[config.mk]
export PLATFORM = sky130hd
export DESIGN_NAME = hazard_forward_unit
export DESIGN_NICKNAME = d
export VERILOG_FILES = /design/src/rtl/hazard_forward_unit_pkg.sv /design/src/rtl/hazard_forward_unit_match.sv /design/src/rtl/hazard_forward_unit.sv
export SDC_FILE = /design/constraint.sdc
export NUM_CORES = 1
export LEC_CHECK = 0
export BUFFER_PORTS_ARGS = -buffer_cell sky130_fd_sc_hd__clkbuf_2
export CORE_ASPECT_RATIO = 0.5
export CORE_MARGIN = 5
export CORE_UTILIZATION = 27
export CTS_CLUSTER_SIZE = 16
export DETAILED_ROUTE_END_ITERATION = 12
export GPL_TIMING_DRIVEN = 0
export PLACE_DENSITY = 0.51
export SLEW_MARGIN = 20
export SYNTH_ARGS = -nofsm -noshare
export SYNTH_HDL_FRONTEND = slang
export SYNTH_HIERARCHICAL = 1
export SYNTH_SLANG_ARGS = --single-unit
[constraint.sdc]
create_clock -name clk -period 3.33 [get_ports clk]
set_clock_uncertainty 0.2 [all_clocks]
set_input_delay 0.1665 -clock clk [delete_from_list [all_inputs] [get_ports clk]]
set_output_delay 0.1665 -clock clk [all_outputs]
set_load 0.005 [all_outputs]
[src/rtl/hazard_forward_unit_pkg.sv]
// Shared types and constants for the hazard/forwarding unit: the tracked
// in-flight stage entry, forwarding mode encodings and the ID operand-use helper.
package hazard_forward_unit_pkg;

  localparam int unsigned ENTRY_AW = 5;

  localparam logic FWD_MODE   = 1'b1;
  localparam logic STALL_MODE = 1'b0;

  localparam logic [1:0] BR_TYPE_BNE = 2'b10;

  typedef struct packed {
    logic                v;
    logic [ENTRY_AW-1:0] dest;
    logic                wb;
    logic                ld;
    logic [ENTRY_AW-1:0] src1;
    logic [ENTRY_AW-1:0] src2;
    logic                use2;
  } stage_entry_t;

  // BNE compares both registers, so it reads src2 like R-type and stores do.
  function automatic logic uses_src2(input logic is_rtype, input logic is_store,
                                     input logic [1:0] br_type);
    return is_rtype | is_store | (br_type == BR_TYPE_BNE);
  endfunction

endpackage

[src/rtl/hazard_forward_unit_match.sv]
// Per-stage comparator: decides whether one tracked stage blocks the ID
// instruction and whether it can feed either EXE operand.
module hazard_match
  import hazard_forward_unit_pkg::*;
#(
  parameter int unsigned STAGE    = 0,
  parameter int unsigned DEPTH    = 3,
  parameter int unsigned LOAD_LAT = 2
) (
  input  logic                v,
  input  logic                wb,
  input  logic                ld,
  input  logic [ENTRY_AW-1:0] dest,
  input  logic [ENTRY_AW-1:0] id_src1,
  input  logic [ENTRY_AW-1:0] id_src2,
  input  logic                id_use2,
  input  logic [ENTRY_AW-1:0] exe_src1,
  input  logic [ENTRY_AW-1:0] exe_src2,
  input  logic                exe_use2,
  output logic                stall_only_hit,
  output logic                load_use_hit,
  output logic                fwd1_ok,
  output logic                fwd2_ok
);

  localparam logic IN_STALL_WIN = (STAGE + 2 <= DEPTH);
  // A load at stage k sits at k+1 once the consumer reaches EXE, so the
  // interlock only has to cover stages whose successor is not yet forwardable.
  localparam logic IN_LOAD_WIN  = (STAGE + 1 < LOAD_LAT);
  localparam logic CAN_FWD      = (STAGE >= 1);
  localparam logic LOAD_READY   = (STAGE >= LOAD_LAT);

  logic writer;
  logic id_match;
  logic fwd_src_ok;

  always_comb begin
    writer         = v & wb & (dest != '0);
    id_match       = writer & ((dest == id_src1) | (id_use2 & (dest == id_src2)));
    stall_only_hit = IN_STALL_WIN & id_match;
    load_use_hit   = IN_LOAD_WIN & id_match & ld;
    fwd_src_ok     = CAN_FWD & writer & (~ld | LOAD_READY);
    fwd1_ok        = fwd_src_ok & (dest == exe_src1);
    fwd2_ok        = fwd_src_ok & exe_use2 & (dest == exe_src2);
  end

endmodule

[src/rtl/hazard_forward_unit.sv]
// Hazard detection and EXE operand forwarding over a shift register of
// in-flight instructions, with load-use interlock and a saturating stall counter.
module hazard_forward_unit
  import hazard_forward_unit_pkg::*;
#(
  parameter int unsigned AW       = 5,
  parameter int unsigned DW       = 32,
  parameter int unsigned DEPTH    = 3,
  parameter int unsigned LOAD_LAT = 2,
  parameter int unsigned CNT_W    = 16
) (
  input  logic                clk,
  input  logic                rst,
  input  logic                id_valid,
  input  logic [AW-1:0]       id_src1,
  input  logic [AW-1:0]       id_src2,
  input  logic                id_use2,
  input  logic [AW-1:0]       id_dest,
  input  logic                id_wb_en,
  input  logic                id_mem_r_en,
  input  logic                fwd_en,
  input  logic                freeze,
  input  logic                flush,
  input  logic [DEPTH*DW-1:0] stage_result,
  output logic                stall,
  output logic                fwd1_hit,
  output logic                fwd2_hit,
  output logic [DW-1:0]       fwd1_val,
  output logic [DW-1:0]       fwd2_val,
  output logic [CNT_W-1:0]    stall_cycles
);

  if (AW != ENTRY_AW) begin : g_bad_aw
    $error("hazard_forward_unit: AW must equal ENTRY_AW");
  end
  if (DEPTH < 2) begin : g_bad_depth
    $error("hazard_forward_unit: DEPTH must be at least 2");
  end
  if (LOAD_LAT < 1 || LOAD_LAT >= DEPTH) begin : g_bad_lat
    $error("hazard_forward_unit: LOAD_LAT must be in 1..DEPTH-1");
  end

  stage_entry_t     entries [DEPTH];
  stage_entry_t     id_entry;
  logic             issue;
  logic [DEPTH-1:0] stall_only_vec;
  logic [DEPTH-1:0] load_use_vec;
  logic [DEPTH-1:0] fwd1_vec;
  logic [DEPTH-1:0] fwd2_vec;

  for (genvar k = 0; k < DEPTH; k++) begin : g_stage
    hazard_match #(
      .STAGE    (k),
      .DEPTH    (DEPTH),
      .LOAD_LAT (LOAD_LAT)
    ) u_match (
      .v              (entries[k].v),
      .wb             (entries[k].wb),
      .ld             (entries[k].ld),
      .dest           (entries[k].dest),
      .id_src1        (id_src1),
      .id_src2        (id_src2),
      .id_use2        (id_use2),
      .exe_src1       (entries[0].src1),
      .exe_src2       (entries[0].src2),
      .exe_use2       (entries[0].use2),
      .stall_only_hit (stall_only_vec[k]),
      .load_use_hit   (load_use_vec[k]),
      .fwd1_ok        (fwd1_vec[k]),
      .fwd2_ok        (fwd2_vec[k])
    );
  end

  always_comb begin
    stall = 1'b0;
    case (fwd_en)
      FWD_MODE:   stall = id_valid & (|load_use_vec);
      STALL_MODE: stall = id_valid & (|stall_only_vec);
    endcase
  end

  always_comb begin
    issue    = id_valid & ~stall & ~flush;
    id_entry = '{v: 1'b1, dest: id_dest, wb: id_wb_en, ld: id_mem_r_en,
                 src1: id_src1, src2: id_src2, use2: id_use2};
  end

  // Scan oldest to youngest so the youngest producer overwrites older ones.
  always_comb begin
    fwd1_hit = 1'b0;
    fwd2_hit = 1'b0;
    fwd1_val = '0;
    fwd2_val = '0;
    if (fwd_en && entries[0].v) begin
      for (int k = DEPTH - 1; k >= 0; k--) begin
        if (fwd1_vec[k]) begin
          fwd1_hit = 1'b1;
          fwd1_val = stage_result[k*DW +: DW];
        end
        if (fwd2_vec[k]) begin
          fwd2_hit = 1'b1;
          fwd2_val = stage_result[k*DW +: DW];
        end
      end
    end
  end

  always_ff @(posedge clk or negedge rst) begin
    if (!rst) begin
      for (int k = 0; k < DEPTH; k++) begin
        entries[k] <= '0;
      end
    end else if (!freeze) begin
      entries[0] <= issue ? id_entry : '0;
      for (int k = 1; k < DEPTH; k++) begin
        entries[k] <= entries[k-1];
      end
    end
  end

  always_ff @(posedge clk or negedge rst) begin
    if (!rst) begin
      stall_cycles <= '0;
    end else if (stall && !freeze && !flush && (stall_cycles != '1)) begin
      stall_cycles <= stall_cycles + 1'b1;
    end
  end

endmodule

# After elaboration in Yosys (flattened, before gate mapping)
# Cells that the tools add are included.
# classes
bitwise	28
add_sub_neg	1
eq_ne	9
reduce_logical	10
n_mux	14
# op_table
operator	n
$mux W32	6
$eq A5 B5 Y1	8
$and A1 B1 Y1	22
$mux W19	1
$add A16 B1 Y16 const B	1
$ne A16 B16 Y1 const B	1
$reduce_bool A5 Y1	3
$mux W1	6
$logic_and A1 B1 Y1	4
$not A1 Y1	4
$logic_not A1 Y1	2
$or A1 B1 Y1	2
$pmux W1 S2	1
$reduce_or A2 Y1	1
# totals
output_inout_bits	83
wordCells	77
reg_bits	50

# Logic depth before layout (Yosys ltp)
# Gate-level depths: netlist of run 1.
# depth
ltp_word	11
ltp_mapped	11
mapped_depth_nobuf	9

# Modules after synthesis
# Netlist of run 1, hierarchy kept.
# modules_own_cells
module	area_each_um2	n_inst	cells_each
hazard_forward_unit	3708.6	1	445
hazard_match at g_stage[1].u_match	304.0	1	39
hazard_match at g_stage[0].u_match	172.7	1	21
hazard_match at g_stage[2].u_match	152.6	1	20

# Least setup slack after synthesis of run 1
# No wires, ideal clock.
# synth_timing
kind	reg-to-output
startpoint	reg entries[35] (netlist name)
endpoint	out fwd2_val[10]
path_buffers	3
setup_slack_ps	494
arrival_time_ps	2470
path_stages_with_launch	10
cell_sequence	dfrtp_1 buf_6 or4_4 o211ai_2 nor2_1 and4_1 clkbuf_1 o311ai_1 clkbuf_1 nor2_1
# synth_between
elab_chain_len	7
# synth_lines
item	line	source
start, declared	hazard_forward_unit.sv:43	stage_entry_t entries [DEPTH];
start signal, assigned by index	hazard_forward_unit.sv:116	entries[k] <= entries[k-1];
$reduce_bool A5 Y1	hazard_forward_unit_match.sv:38	writer = v & wb & (dest != '0);
$and A1 B1 Y1	hazard_forward_unit_match.sv:38	
$and A1 B1 Y1	hazard_forward_unit_match.sv:42	fwd_src_ok = CAN_FWD & writer & (~ld | LOAD_READY);
$and A1 B1 Y1	hazard_forward_unit_match.sv:44	fwd2_ok = fwd_src_ok & exe_use2 & (dest == exe_src2);
$and A1 B1 Y1 *	hazard_forward_unit_match.sv:44	
named net fwd2_vec[1]	hazard_forward_unit.sv:49	logic [DEPTH-1:0] fwd2_vec;
$mux W32 *	hazard_forward_unit.sv:100	if (fwd2_vec[k]) begin
$mux W32 *	hazard_forward_unit.sv:94	if (fwd_en && entries[0].v) begin
end, declared	hazard_forward_unit.sv:29	output logic [DW-1:0] fwd2_val,
# The timed path passes the listed nets; every way through them passes the cells marked *.

# Worst setup path after layout of run 1
# layout_timing
startpoint	reg entries[35] (netlist name)
endpoint	out fwd2_val[18]
# Same word-level chain as after synthesis.

==> results of run 1 <==
-- flip-flops by register name, indices dropped and copies added, names as in the netlist --
signal        count
entries          34
stall_cycles     16
-- stage by stage --
step / std cells / power, mW / hold slack (ns)
after floorplan: 525 / 0.926 / -0.329
after global placement: 930 / 1.11 / 0.187
after detailed placement: 930 / 1.12 / 0.0940
after CTS: 962 / 1.75 / 0.193
after global routing: 961 / 1.85 / 0.204
final: 961 / 1.75 / 0.194
-- report_power, final --
| group | switching [mW] | total, mW | internal (mW) |
|---|---|---|---|
| Clock | 0.229 | 0.607 | 0.378 |
| Combinational | 0.230 | 0.441 | 0.211 |
| Sequential | 0.0550 | 0.699 | 0.644 |
| Total | 0.514 | 1.75 | 1.23 |
-- layout make-up --
| cell class | instances | area (um^2) | area share, % |
|---|---|---|---|
| flip-flops and latches | 50 | 1250 | 20.7 |
| plain buffers | 41 | 238 | 3.92 |
| inverters | 4 | 15.0 | 0.248 |
| multi-input cells | 427 | 2870 | 47.3 |
| repair buffers | 227 | 1250 | 20.7 |
| clock inverters | 2 | 38.8 | 0.640 |
| clock buffers | 6 | 139 | 2.29 |
| well taps | 204 | 255 | 4.21 |
-- worst min-delay path by stage --
stage / from / endpoint / slack (ns) / depth (start not counted)
2_1_floorplan: rst / entries[12] / -0.33 / 0
3_3_place_gp: id_dest[3] / entries[54] / 0.19 / 2
3_5_place_dp: rst / entries[47] / 0.09 / 1
4_1_cts: flush / stall_cycles[2] / 0.19 / 5
5_1_grt: flush / entries[48] / 0.20 / 4
6_report: flush / entries[43] / 0.19 / 4
-- worst max-delay path, stage by stage, from the launching register on --
cell      delay, ns
dfrtp_1        0.41
buf_6          0.15
or4_4          0.53
o211ai_2       0.18
nor2_1         0.09
and4_2         0.29
o311ai_4       0.22
buf_4          0.20
clkbuf_2       0.24
nor2_1         0.10
clkbuf_2       0.12
-- placed cells by master (no fill, tap or decap), drive strengths merged, types with 2 or more instances in the layout --
cell / count
clkbuf: 227
nor2: 139
a21oi: 67
mux2i: 64
dfrtp: 50
xor2: 34
buf: 27
dlygate4sd3: 20
a22o: 18
xnor2: 18
mux2: 17
nand3: 14
nor3: 11
nor4: 7
nand2: 5
conb: 5
inv: 5
and3: 4
o211ai: 3
or4: 3
o311ai: 2
nand4: 2
and4: 2
-- metal layers --
layer / global-route usage, % / vias to the layer above
met5: 0 / -
met4: 2.13 / 0
met1: 20.5 / 2275
met2: 29.5 / 142
li1: - / 2271
met3: 3.19 / 8
-- repair_timing --
| action | CTS | global route |
|---|---|---|
| buffers inserted | 6 | 0 |
| cloned | 0 | 0 |
| hold endpoints to repair | 72 | 0 |
| resized for setup | 15 | 6 |
| hold buffers | 20 | 0 |
| endpoints found under the setup margin | 76 | 72 |
| pin swaps | 2 | 0 |
==> flow_metrics.env, run 1 <==
export IMPL_fmax_mhz=311
export IMPL_grt_pass1_wl_um=25200
export IMPL_rsz0062_at_grt="no"
export IMPL_cts_sinks=50
export IMPL_core_um2=15500
export IMPL_place_area_um2=5580
export IMPL_cts_root_buf="clkbuf_16"
export IMPL_rr_worst_depth=9
export IMPL_crit_path_end_kind="output pin"
export IMPL_r2r_end="entries[52]"
export IMPL_cts_tree="built"
export IMPL_syn_inst=523
export IMPL_grt_antenna_before_repair=0
export IMPL_cp_arrival_ns=2.85
export IMPL_fin_crit_ns=3.21
export IMPL_syn_avg_cell_area_um2=8.22
export IMPL_syn2layout_area_growth_pct=40.8
export IMPL_htreeDepth=2
export IMPL_grt_pass1_vias=4800
export IMPL_drt_met1_wl_um=6970
export IMPL_crit_end="fwd2_val[18]"
export IMPL_tns_ns=0
export IMPL_maxSlewHeadroom_pct=53.2
export IMPL_layout_drive_gt1_share_pct=36.5
export IMPL_drt_pass1_iterations=4
export IMPL_criticalPathCategory="reg -> out"
export IMPL_reg2reg_from="entries[35]"
export IMPL_clk_pin_slew_ns=0.08
export IMPL_setup_ws_ns=0.117
export IMPL_clockBufferDepth=2
export IMPL_required_ns=2.96
export IMPL_preCtsSetupSlack_ns=-0.538
export IMPL_die_h_um=99.3
export IMPL_route_met2_wl_um=7940
export IMPL_clock_latency_ns=0.29
export IMPL_drc=0
export IMPL_ant_nets=0
export IMPL_dieArea_um2=18700
export IMPL_setup_violations=0
export IMPL_hold_path_class="in -> reg"
export IMPL_fillers=1669
export IMPL_nNetsFinal=877
export IMPL_grt_max_degree=51
export IMPL_startpoint_type="register"
export IMPL_routed_top_layer="met4"
export IMPL_via_count=4696
export IMPL_hold_violations=0
export IMPL_period_share_pct=96.5
export IMPL_slew_violations=0
export IMPL_power_density_nw_per_um2=288
export IMPL_antenna_cells=0
export IMPL_vias_per_cell=4.89
export IMPL_wl_per_cell_um=16.6
export IMPL_r2r_slack_ns=0.35
export IMPL_ios=203
export IMPL_drtIter0Drc=231
export IMPL_status="finished clean"
export IMPL_syn_cell_area_um2=4300
export IMPL_met3WireLength_um=930
export IMPL_port_buffers=201
export IMPL_hpwl_um=12500
export IMPL_post_route_cell_area_um2=6060
export IMPL_grt_use_total_pct=16.2
export IMPL_initial_utilization_pct=27.8
export IMPL_fp_dieW_um=189
export IMPL_row_count=32
export IMPL_routabilityCongestion=0.882
export IMPL_cts_made_buffers=5
export IMPL_maxCapViolCount=0
export IMPL_yosysWarnings=6
export IMPL_critPathLaunch="entries[35]"
export IMPL_peakVddDrop_mv=0.303
export IMPL_tightestPinTransition_ns=0.701
export IMPL_utilization_pct=39.1
export IMPL_grt_overflow_total=0
export IMPL_p_leak_nw=2.93
export IMPL_drt_total_wl_um=15900
export IMPL_cp_max_fo=10
Power figures use the tool's default switching activity.
==> run 2, diff against run 1 <==
CORE_UTILIZATION = 44   (was 27)
PLACE_DENSITY = 0.76   (was 0.51)
==> flow_metrics.env, run 2 (synthesis gave the netlist of run 1 again) <==
export IMPL_hpwl_um=11300
export IMPL_cp_cell_sequence="clkbuf_1, or4_4, o211ai_2, nor2_1, and4_1, o311ai_4, clkbuf_4, nor2_1, clkbuf_2"
export IMPL_crit_path_end_kind="output pin"
export IMPL_largest_reg_flops=34
export IMPL_grt_use_total_pct=23.6
export IMPL_fp_dieW_um=150
export IMPL_clock_latency_ns=0.29
export IMPL_clk_pin_slew_ns=0.07
export IMPL_reg2reg_from="entries[32]"
export IMPL_min_from="flush"
export IMPL_top_regs="entries x34, stall_cycles x16"
export IMPL_drt_pass1_iterations=5
export IMPL_cp_max_fo=10
export IMPL_routabilityCongestion=0.956
export IMPL_startpoint_type="register"
export IMPL_fin_crit_ns=3.23
export IMPL_hold_path_class="in -> reg"
export IMPL_port_buffers=201
export IMPL_slew_violations=0
export IMPL_slowest_stage="or4_4"
export IMPL_grt_max_degree=51
export IMPL_maxCapViolCount=0
export IMPL_cts_made_buffers=5
export IMPL_cp_arrival_ns=2.86
export IMPL_cp_common_cell="nor2_1"
export IMPL_period_share_pct=97.0
export IMPL_largest_register="entries"
export IMPL_nNetsFinal=875
export IMPL_cts_sinks=50
export IMPL_power_density_nw_per_um2=279
export IMPL_drt_total_wl_um=14900
export IMPL_criticalPathCategory="reg -> out"
export IMPL_row_count=25
export IMPL_drtIter0Drc=275
export IMPL_preCtsSetupSlack_ns=-0.300
export IMPL_critPathLaunch="entries[32]"
export IMPL_via_count=4840
export IMPL_tightestPinTransition_ns=0.689
export IMPL_place_area_um2=5490
export IMPL_p_leak_nw=2.91
export IMPL_die_h_um=79.9
export IMPL_grt_overflow_total=0
export IMPL_grt_pass1_wl_um=23100
export IMPL_utilization_pct=62.5
export IMPL_htreeDepth=2
export IMPL_layout_commonest_cell="clkbuf_2"
export IMPL_cts_root_buf="clkbuf_16"
export IMPL_drc=0
export IMPL_grt_antenna_before_repair=0
export IMPL_cts_tree="built"
export IMPL_fmax_mhz=310
export IMPL_mostFrequentLayoutCells="203 x clkbuf_2, 138 x nor2_1, 67 x a21oi_1"
export IMPL_clockBufferDepth=2
export IMPL_initial_utilization_pct=45.4
export IMPL_status="finished clean"
export IMPL_setup_violations=0
export IMPL_setup_ws_ns=0.100
export IMPL_antenna_cells=0
export IMPL_hold_violations=0
export IMPL_peakVddDrop_mv=0.366
export IMPL_maxSlewHeadroom_pct=54.1
export IMPL_dieArea_um2=12000
export IMPL_post_route_cell_area_um2=5920
export IMPL_core_um2=9480
export IMPL_vias_per_cell=5.44
export IMPL_ios=203
export IMPL_syn2layout_area_growth_pct=37.7
export IMPL_layout_drive_gt1_share_pct=35.9
export IMPL_cpPeakStageDelay_ns=0.52
export IMPL_wl_per_cell_um=16.7
export IMPL_grt_pass1_vias=4800
export IMPL_ant_nets=0
export IMPL_required_ns=2.96
[run 2: through the flow]
| step | std cells | hold slack, ns | TNS [ns] | power, mW |
|---|---|---|---|---|
| 4_1_cts | 891 | 0.194 | 0 | 1.64 |
| 2_1_floorplan | 525 | -0.329 | 0 | 0.926 |
| 5_1_grt | 890 | 0.215 | -0.00372 | 1.74 |
| 6_report | 890 | 0.210 | 0 | 1.65 |
| 3_5_place_dp | 861 | 0.0757 | -13.92 | 1.11 |
| 3_3_place_gp | 861 | 0.188 | -15.62 | 1.10 |
[run 2: per-layer routing]
metal | global-route usage, % | vias up | part of all wire, %
met5 | 0 | - | 0
met4 | 9.40 | 0 | 3.4
met3 | 3.63 | 53 | 6.7
met2 | 43.0 | 219 | 50
met1 | 28.0 | 2303 | 40
li1 | - | 2265 | -
[run 2: area by class of cell]
cell class / count / area, um^2
Multi-Input combinational cell: 427 / 2870
Clock inverter: 1 / 5.00
Clock buffer: 7 / 143
Tap cell: 135 / 169
Timing Repair Buffer: 224 / 1230
Inverter: 4 / 15.0
Sequential cell: 50 / 1250
Fill cell: 825 / 3550
Buffer: 42 / 244
[run 2: timing repair]
item	4_1_cts	5_1_grt
buffers inserted	2	1
hold buffers	20	0
pin swaps	2	1
gates resized for setup	13	12
hold endpoints to repair	72	0
setup endpoints to repair	75	71
[run 2: worst paths after layout]
check	to	slack, ns	cells after the start
max in group asynchronous	entries[55]	2.17	2
worst min-delay path	entries[39]	0.21	4
worst max-delay path	fwd2_val[26]	0.10	9
worst max register to register	entries[42]	0.23	9
worst min register to register	entries[18]	0.33	1
min in group asynchronous	entries[48]	0.29	2
[run 2: critical path, delay by kind of cell (launching register included)]
| kind | cells | cell delay [ns] |
|---|---|---|
| AOI/OAI and AO/OA | 2 | 0.59 |
| buffers and inverters | 3 | 0.62 |
| DFF | 1 | 0.40 |
| and+or+nand+nor | 4 | 0.96 |
[run 2: where the power goes]
| group | internal, mW | total [mW] | switching [mW] |
|---|---|---|---|
| sequential | 0.645 | 0.699 | 0.0544 |
| combinational | 0.211 | 0.442 | 0.231 |
| clock | 0.298 | 0.511 | 0.213 |
| total | 1.15 | 1.65 | 0.498 |
==> run 3, diff against run 2 <==
ABC_AREA = 1   (was unset)
PLACE_DENSITY = 0.74   (was 0.76)
==> flow_metrics.env, run 3 <==
export IMPL_yosysWarnings=6
export IMPL_htreeDepth=2
export IMPL_clk_pin_slew_ns=0.06
export IMPL_cts_sinks=50
export IMPL_tightestPinTransition_ns=0.705
export IMPL_clockPowerShare_pct=28.3
export IMPL_hpwl_um=13300
export IMPL_drt_total_wl_um=16900
export IMPL_rsz0062_at_grt="no"
export IMPL_syn_cell_area_um2=4860
export IMPL_fillers=1062
export IMPL_fp_dieW_um=159
export IMPL_grt_use_total_pct=24.2
export IMPL_slowest_stage="dfrtp_1"
export IMPL_row_count=27
export IMPL_hold_slack_ns=0.00530
export IMPL_required_ns=2.96
export IMPL_fin_crit_ns=3.04
export IMPL_antenna_cells=0
export IMPL_dieArea_um2=13400
export IMPL_swShare_pct=34.1
export IMPL_grt_overflow_total=0
export IMPL_port_buffers=201
export IMPL_clock_latency_ns=0.29
export IMPL_setup_violations=0
export IMPL_cts_root_buf="clkbuf_16"
export IMPL_regArea_um2=1250
export IMPL_routabilityCongestion=0.885
export IMPL_clockBufferDepth=2
export IMPL_seqPwrFrac_pct=41.1
export IMPL_maxCapViolCount=0
export IMPL_syn_avg_cell_area_um2=5.86
export IMPL_p_comb_share_pct=30.6
export IMPL_syn_inst=828
export IMPL_syn2layout_area_growth_pct=31.4
export IMPL_layout_drive_gt1_share_pct=25.6
export IMPL_grt_max_degree=51
export IMPL_period_share_pct=91.3
export IMPL_p_leak_nw=3.45
export IMPL_switchingPower_mw=0.620
export IMPL_via_count=6118
export IMPL_top_regs="entries x34, stall_cycles x16"
export IMPL_p_int_mw=1.20
export IMPL_cts_made_buffers=5
export IMPL_maxSlewHeadroom_pct=53.0
export IMPL_status="finished clean"
export IMPL_cts_tree="built"
export IMPL_largest_reg_flops=34
export IMPL_criticalPathCategory="reg -> out"
export IMPL_drtIter0Drc=348
export IMPL_mostFrequentLayoutCells="202 x nand2_1, 200 x clkbuf_2, 175 x nor2_1"
export IMPL_layout_commonest_cell="nand2_1"
export IMPL_fmax_mhz=329
export IMPL_cp_max_fo=10
export IMPL_tns_ns=0
export IMPL_peakVddDrop_mv=0.317
export IMPL_cp_arrival_ns=2.67
export IMPL_hold_path_class="in -> reg"
export IMPL_wl_per_cell_um=14.1
export IMPL_hold_violations=0
export IMPL_ios=203
export IMPL_critPathBufInv=3
export IMPL_multi_input_area_um2=2960
export IMPL_largest_register="entries"
export IMPL_startpoint_type="register"
export IMPL_nNetsFinal=1177
export IMPL_vias_per_cell=5.09
export IMPL_crit_path_end_kind="output pin"
export IMPL_drc=0
export IMPL_cp_cell_sequence="nor2_1, nand4_1, nand4_1, nor2_1, buf_2, buf_1, a211oi_1, nor3_1, clkbuf_2"
export IMPL_slew_violations=0
export IMPL_initial_utilization_pct=44.6
export IMPL_grt_pass1_vias=5696
export IMPL_grt_antenna_before_repair=0
export IMPL_die_h_um=84.3
export IMPL_cpPeakStageDelay_ns=0.50
export IMPL_drt_pass1_iterations=6
export IMPL_power_density_nw_per_um2=285
export IMPL_core_um2=10900
export IMPL_path_delay_family="simple AND/OR/NAND/NOR gates"
export IMPL_grt_pass1_wl_um=27000
export IMPL_ant_nets=0
run 3: area by class of cell:
type,count,share of cell area [%]
multi-input combinational,622,46.4
sequential,50,19.6
timing repair buffer,219,18.6
inverter,108,6.35
buffer,50,3.90
tap,145,2.84
clock buffer,7,2.24
clock inverter,1,0.0784
run 3: worst register-to-register path, cell delays in order, from the launching register on:
cell and delay [ns]:
dfrtp_1 0.42, inv_1 0.09, nand2_1 0.05, nand2_1 0.10
nor2_2 0.04, nand3_1 0.06, nand2_1 0.08, nand2_2 0.08
nor2_2 0.04, nor2_1 0.11, nand3_1 0.12, nand2_1 0.09
clkbuf_1 0.43, nand3_1 0.13, o21ai_0 0.10
run 3: final timing paths:
path	from	endpoint	slack, ns	cells after the start
max	entries[34]	fwd1_val[13]	0.29	9
min	id_src1[3]	entries[47]	0.005	3
max reg2reg	entries[53]	entries[54]	1.12	14
min reg2reg	entries[18]	entries[18]	0.29	2
max in group asynchronous	rst	entries[34]	2.17	2
min in group asynchronous	rst	entries[31]	0.29	2
run 3: per-stage QoR:
stage / std cells / utilization (%) / setup WS, ns / total power [mW] / cell area [um^2]
floorplan: 830 / - / 1.33 / 1.06 / 4860
detailed placement: 1176 / 55.6 / 0.649 / 1.28 / 6050
finish: 1202 / 58.7 / 0.290 / 1.82 / 6380
CTS: 1202 / 58.7 / 0.335 / 1.81 / 6380
global route: 1202 / 58.7 / 0.106 / 1.94 / 6380
global placement: 1176 / 55.6 / 0.647 / 1.27 / 6050
run 3: repair_timing:
action | 4_1_cts | 5_1_grt
hold buffers | 18 | 0
resized for setup | 0 | 0
endpoints found under the hold margin | 67 | 0
setup buffers | 0 | 0
run 3: routing by layer:
layer | share of wire, % | global-route usage, % | wire length, um
met2 | 49 | 44.3 | 8320
met4 | 2.1 | 5.34 | 359
met3 | 7.2 | 2.73 | 1230
met1 | 42 | 30.4 | 7030
met5 | 0 | 0 | 0
run 3: power by group through the flow:
stage | Clock, mW | Combinational (mW) | Sequential, mW
after floorplan | 0 | 0.317 | 0.740
after CTS | 0.522 | 0.543 | 0.747
after global routing | 0.550 | 0.628 | 0.760
after detailed placement | 0 | 0.523 | 0.758
final | 0.515 | 0.556 | 0.747
after global placement | 0 | 0.511 | 0.756
